**src/rtl/change_dispenser.sv**
```systemverilog
// Greedy coin-return FSM: loads the piggy-bank credit on refund and pays it out one coin per handshake.
// Build option: CHANGE_PENNY_SKIP_EN drops pennies and discards any remainder below 5 cents.
module change_dispenser (
    input  logic       clk,
    input  logic       reset,
    input  logic       refund,
    input  logic [7:0] credit,
    input  logic       coin_ready,
    output logic       coin_valid,
    output logic [1:0] coin_type,
    output logic       clear_credit,
    output logic       busy,
    output logic       done
);

    localparam int unsigned CREDIT_W = 8;

`ifdef CHANGE_PENNY_SKIP_EN
    localparam logic [CREDIT_W-1:0] MIN_COIN = CREDIT_W'(5);
`else
    localparam logic [CREDIT_W-1:0] MIN_COIN = CREDIT_W'(1);
`endif

    typedef enum logic [1:0] {
        IDLE     = 2'd0,
        DISPENSE = 2'd1,
        DONE     = 2'd2
    } state_t;

    state_t              state, state_n;
    logic [CREDIT_W-1:0] remaining, remaining_n;
    logic [CREDIT_W-1:0] after_coin;
    logic                coin_valid_n;
    logic [1:0]          coin_type_n;
    logic                clear_credit_n;
    logic                busy_n;
    logic                done_n;

    // Largest denomination not exceeding the amount; pennies never chosen when the skip build is on
    // because dispensing only continues while the amount is at least MIN_COIN.
    function automatic logic [1:0] pick_coin(input logic [CREDIT_W-1:0] amt);
        if (amt >= CREDIT_W'(25))      pick_coin = 2'd3;
        else if (amt >= CREDIT_W'(10)) pick_coin = 2'd2;
        else if (amt >= CREDIT_W'(5))  pick_coin = 2'd1;
        else                           pick_coin = 2'd0;
    endfunction

    function automatic logic [CREDIT_W-1:0] coin_value(input logic [1:0] ct);
        case (ct)
            2'd3:    coin_value = CREDIT_W'(25);
            2'd2:    coin_value = CREDIT_W'(10);
            2'd1:    coin_value = CREDIT_W'(5);
            default: coin_value = CREDIT_W'(1);
        endcase
    endfunction

    assign after_coin = remaining - coin_value(coin_type);

    always_ff @(posedge clk or posedge reset) begin
        if (reset) begin
            state        <= IDLE;
            remaining    <= '0;
            coin_valid   <= 1'b0;
            coin_type    <= 2'd0;
            clear_credit <= 1'b0;
            busy         <= 1'b0;
            done         <= 1'b0;
        end else begin
            state        <= state_n;
            remaining    <= remaining_n;
            coin_valid   <= coin_valid_n;
            coin_type    <= coin_type_n;
            clear_credit <= clear_credit_n;
            busy         <= busy_n;
            done         <= done_n;
        end
    end

    // Next-state and next-output logic; every output is the registered image of these values.
    always_comb begin
        state_n        = state;
        remaining_n    = remaining;
        coin_valid_n   = 1'b0;
        coin_type_n    = coin_type;
        clear_credit_n = 1'b0;
        done_n         = 1'b0;

        case (state)
            IDLE: begin
                if (refund) begin
                    clear_credit_n = (credit != '0);
                    if (credit >= MIN_COIN) begin
                        state_n      = DISPENSE;
                        remaining_n  = credit;
                        coin_valid_n = 1'b1;
                        coin_type_n  = pick_coin(credit);
                    end else begin
                        state_n     = DONE;
                        remaining_n = '0;
                        done_n      = 1'b1;
                    end
                end
            end
            DISPENSE: begin
                coin_valid_n = 1'b1;
                if (coin_ready) begin
                    if (after_coin < MIN_COIN) begin
                        // Any sub-nickel remainder in the skip build is dropped here.
                        state_n      = DONE;
                        remaining_n  = '0;
                        coin_valid_n = 1'b0;
                        done_n       = 1'b1;
                    end else begin
                        remaining_n = after_coin;
                        coin_type_n = pick_coin(after_coin);
                    end
                end
            end
            DONE: begin
                state_n = IDLE;
            end
            default: begin
                state_n     = IDLE;
                remaining_n = '0;
            end
        endcase

        busy_n = (state_n != IDLE);
    end

endmodule

```
**config.mk**
```make
export PLATFORM = sky130hd
export DESIGN_NAME = change_dispenser
export DESIGN_NICKNAME = d
export VERILOG_FILES = /design/src/rtl/change_dispenser.sv
export SDC_FILE = /design/constraint.sdc
export NUM_CORES = 1
export LEC_CHECK = 0
export CAP_MARGIN = 15
export CORE_UTILIZATION = 39
export CTS_CLUSTER_DIAMETER = 120
export DETAILED_ROUTE_END_ITERATION = 10
export RECOVER_POWER = 100
export SLEW_MARGIN = 20
export SYNTH_ARGS = -nofsm -noshare
export SYNTH_HDL_FRONTEND = slang
export SYNTH_SLANG_ARGS = --single-unit
```
**constraint.sdc**
```tcl
create_clock -name clk -period 3.3 [get_ports clk]
set_clock_uncertainty 0.15 [all_clocks]
set_input_delay 0.825 -clock clk [delete_from_list [all_inputs] [get_ports clk]]
set_output_delay 0.825 -clock clk [all_outputs]
set_load 0.05 [all_outputs]
```
Yosys cells after proc, flatten, opt, wreduce, memory -nomap -nowiden

Index checks and enable logic that the tools add are counted.

Add/sub/neg operators: 1
Magnitude comparators: 8
Eq/ne operators: 9
Mux-type cells: 34
Bitwise gates (word level): 1
Reductions and logical operators: 6

Operators by type and width:

| kind               | count |
|---|---|
| $mux 8             | 4 |
| $mux 2             | 12 |
| $pmux 8 s3         | 1 |
| $ge 8x3->1 const B | 2 |
| $ge 8x4->1 const B | 2 |
| $ge 8x5->1 const B | 2 |
| $pmux 5 s3         | 1 |
| $mux 1             | 12 |
| $ge 8x1->1 const B | 1 |
| $lt 8x1->1 const B | 1 |
| $ne 2x2->1 const B | 4 |
| $pmux 2 s2         | 2 |
| $reduce_bool 8->1  | 1 |
| $sub 8x8->8        | 1 |
| $eq 2x2->1 const B | 3 |
| $reduce_and 5->1   | 1 |
| $eq 2x1->1 const B | 2 |
| $pmux 1 s2         | 2 |
| $reduce_bool 2->1  | 2 |
| $reduce_and 3->1   | 1 |
| $logic_not 2->1    | 1 |
| $not 1->1          | 1 |

Register bits after elaboration: 16
Output and inout port bits: 6

Depth between registers and ports, before layout

Depth after elaboration: 10
Gate-level depth with buffers: 11
Depth with buffers taken out: 11

Worst setup path before layout

OpenSTA, ideal clock, no wires.

Path type: register to register
Start: reg coin_type[0]
End: reg coin_type[0]
Data arrival time: 2.692 ns
Data required time: 3.020 ns
Path slack: 0.328 ns
Cell stages (with the launch flop): 12
Buffers on the path: 0
Clock period less this slack: 2.972 ns
Cells stage by stage: dfrtp_1 > inv_1 > nand2_1 > ha_1 > inv_1 > fa_1 > a41oi_1 > nand2_1 > xnor2_1 > or3b_1 > o31ai_1 > mux2i_1

Cells in the longest elaborated chain, start to end: 10

Ends and longest elaborated chain:

| what                                            | RTL line | text |
|---|---|---|
| from (decl)                                     | 10       | `output logic [1:0] coin_type,` |
| from (signal assigned)                          | 72       | `coin_type <= coin_type_n;` |
| $eq 2x1->1 / $eq 2x2->1 (equally long branches) | 49       | `case (ct)` |
| $pmux 5 s3 (*)                                  | 49       |  |
| $sub 8x8->8 (*)                                 | 57       | `assign after_coin = remaining - coin_value(coin_type);` |
| $ge 8x3->1                                      | 44       | `else if (amt >= CREDIT_W'(5)) pick_coin = 2'd1;` |
| $mux 1                                          | 44       |  |
| $mux 2                                          | 43       | `else if (amt >= CREDIT_W'(10)) pick_coin = 2'd2;` |
| $mux 2                                          | 42       | `if (amt >= CREDIT_W'(25)) pick_coin = 2'd3;` |
| $mux 2                                          | 107      | `if (after_coin < MIN_COIN) begin` |
| $mux 2                                          | 106      | `if (coin_ready) begin` |
| $pmux 2 s2                                      | 88       | `case (state)` |

Mark *: on every way between the ends. The rest lies on a longest branch, timed or not. The select of a mux whose other input is x is not followed.
A chain may end at the register's enable or synchronous reset.

Worst setup path in the final report

Start: reg coin_type[0]
End: reg coin_type[1]

Cells in the longest elaborated chain, start to end: 9

Ends and longest elaborated chain:

| what                                            | RTL line |
|---|---|
| $eq 2x1->1 / $eq 2x2->1 (equally long branches) | 49 |
| $pmux 5 s3 (*)                                  | 49 |
| $sub 8x8->8 (*)                                 | 57 |
| $ge 8x4->1                                      | 43 |
| $mux 2                                          | 43 |
| $mux 2                                          | 42 |
| $mux 2                                          | 107 |
| $mux 2                                          | 106 |
| $pmux 2 s2                                      | 88 |

Marks and branches as above.

==> flow_summary.ini <==
[drt]
ant_nets = 0
wl_per_cell_um = 15.72
firstDrtPassIters = 4
drc_errors = 0
via_per_inst = 5.794
drt-total-wl_um = 2830
num_vias = 1043
drtIter0Drc = 39

[synth]
avgSynthCellArea_um2 = 8.701
synth_edf_count = 0
synth_warnings = 0
ys.flop_type = dfrtp_1
ys_seq_area_share_pct = 35.13
syn-instance-count = 131
syn_area_um2 = 1140
ys_async_sr_fraction_pct = 100.0
ys_types = 37
ys_ff_latch = 16
synth.net_count = 149

[clock_network]
cts-resized-gates = 0
htreeDepth = 1
clock_latency_ps = 290
cts_sinks = 16
clkSlewWorstSetupHoldPaths_ps = 110
cts_tree = built
hold_buffers = 0
cts_buffers = 3
clockRootBuffer = clkbuf_4
clock_path_buffers = 2
postCtsSetupRepairBufs = 0

[critical_path]
worstPathCellList = inv_1 -> nand2_1 -> ha_1 -> inv_1 -> fa_1 -> a41oi_1 -> nand2_1 -> xnor2_1 -> or3b_1 -> o31ai_1 -> mux2i_1
rr_worst_depth = 11
crit_fanout = 4
r2r_slack_ps = 350
path_class = reg -> reg
reg2reg_to = coin_type[1]
arrival_ps = 2970
cp_slowest_cell = fa_1
crit_required_ps = 3320
slowest_delay_ps = 440
end_kind = register
r2r_start = coin_type[0]
startpoint_type = register

[placed_design]
dp_hpwl_um = 2206
port_buffers = 17
gp_congestion = 0.8835
dp.cells = 176
dpl_cell_area_um2 = 1323

[finish]
diodes = 0
multi_input_area_um2 = 683.2
nNetsFinal = 168
drive_gt1_share_pct = 6.711
fill_cells = 265
regArea_um2 = 400.4
area_growth_pct = 19.21
finish.instance_area_um2 = 1359
instances_no_fill = 180

[floorplanning]
ios = 18
initial_utilization_pct = 41.33
row_count = 19
coreArea_um2 = 2758
die_x_um = 56.06
die-area_um2 = 3143
die_y_um = 56.06

[worst_hold_path]
holdPathEnd = remaining[0]
holdPathStages = 2
hp-start = remaining[0]
hp-class = reg -> reg

[sta]
final-hold-violation-count = 0
rsz0062_at_grt = false
final-setup-viol-count = 0
tightest_slew_ps = 605.0
slew_headroom_pct = 59.62
fin_crit_sh_pct = 89.30
drv_slew = 0
max_freq_mhz = 339.4
tns_ps = 0
fin_crit_ps = 2947

[grt]
grt_start_max_net_pins = 17
grt_pass1_vias = 1041
grt_pass1_wl_um = 4816
grtUsageTotal_pct = 19.55
grt-ovfl-total = 0
antenna_found_initial = 0

[flow_run]
drv_cap = 0

[outcome]
status = finished clean
flip-flops by register name, indices dropped and copies added, names as in the netlist:
| signal | count |
|---|---|
| state | 2 |
| busy | 1 |
| remaining | 8 |
| coin_valid | 1 |
| coin_type | 2 |
| done | 1 |
| clear_credit | 1 |
cell type report:
class	instances	area share, %
Multi-Input combinational cell	104	50.28
Sequential cell	16	29.47
Timing Repair Buffer	17	12.52
Tap cell	31	2.855
Clock buffer	4	2.670
Inverter	8	2.210
kinds of logic (layout without fill, tap and decap cells):
| family | after synthesis | after routing | synth area share [%] |
|---|---|---|---|
| XOR/XNOR | 4 | 4 | 3.073 |
| AND/OR/NAND/NOR | 48 | 48 | 20.75 |
| adder cells (fa/ha/maj) | 6 | 6 | 7.245 |
| flip-flops | 16 | 16 | 35.13 |
| buffers and inverters | 11 | 29 | 4.939 |
| AO/OA/AOI/OAI | 42 | 42 | 25.36 |
| multiplexers | 4 | 4 | 3.513 |
how the worst max path moves through the flow:
stage | start | end | slack, ps | cells after the start
6_report | coin_type[0] | coin_type[1] | 350 | 11
5_1_grt | coin_type[0] | coin_type[0] | 110 | 11
4_1_cts | coin_type[0] | coin_type[0] | 350 | 11
3_5_place_dp | credit[2] | coin_type[1] | 370 | 7
3_3_place_gp | credit[2] | coin_type[0] | 390 | 7
2_1_floorplan | coin_type[0] | coin_type[0] | 330 | 11
metal layers:
layer	share of wire [%]	wire [um]	GRT usage, %
met2	48	1351	33.67
met1	48	1362	25.63
met3	2.7	75	1.860
met4	1.4	40	6.620
met5	0	0	0
synthesized netlist by cell type, types with 2 or more instances:
| cell | count | area [um^2] |
|---|---|---|
| o31ai_1 | 4 | 30.03 |
| a21oi_1 | 11 | 55.05 |
| nand2_1 | 15 | 56.30 |
| o21a_1 | 5 | 37.54 |
| dfrtp_1 | 16 | 400.4 |
| a21o_1 | 5 | 37.54 |
| buf_6 | 2 | 22.52 |
| xnor2_1 | 4 | 35.03 |
| ha_1 | 5 | 62.56 |
| and2_1 | 4 | 25.02 |
| nor3_1 | 4 | 20.02 |
| nor2_1 | 10 | 37.54 |
| nand3_1 | 6 | 30.03 |
| o21ai_0 | 7 | 35.03 |
| inv_1 | 8 | 30.03 |
| mux2i_1 | 4 | 40.04 |
layout by cell type (no fill, tap or decap), types with 2 or more instances in the layout:
master           count
inv_1                8
o31ai_1              4
nand2_1             15
o21a_1               5
a21o_1               5
ha_1                 5
nor3_1               4
clkbuf_4             3
mux2i_1              4
dfrtp_1             16
xnor2_1              4
dlygate4sd3_1       10
o21ai_0              7
and2_0               2
clkdlybuf4s50_1      7
and2_1               2
a21oi_1             11
nand3_1              6
nor2_1              10
worst max-delay path: cells and delay by family, from the launching register on:
kind            cells  cell delay (ps)
simple gates        3              650
mux                 1              100
buf+inv             2              140
flops               1              410
compound gates      2              510
fa+ha+maj           2              650
xor+xnor            1              210
per-stage QoR:
step,hold slack (ps),setup WS (ps),util [%]
after global placement,349.0,393.9,47.96
after global routing,410.3,113.5,49.27
after CTS,375.6,353.1,49.27
after detailed placement,351.6,366.6,47.96
after floorplan,306.4,328.4,-
final,376.6,353.2,49.27
Power is not shown: default switching activity piles up to over one toggle a cycle in this logic, so the estimate is an artifact.
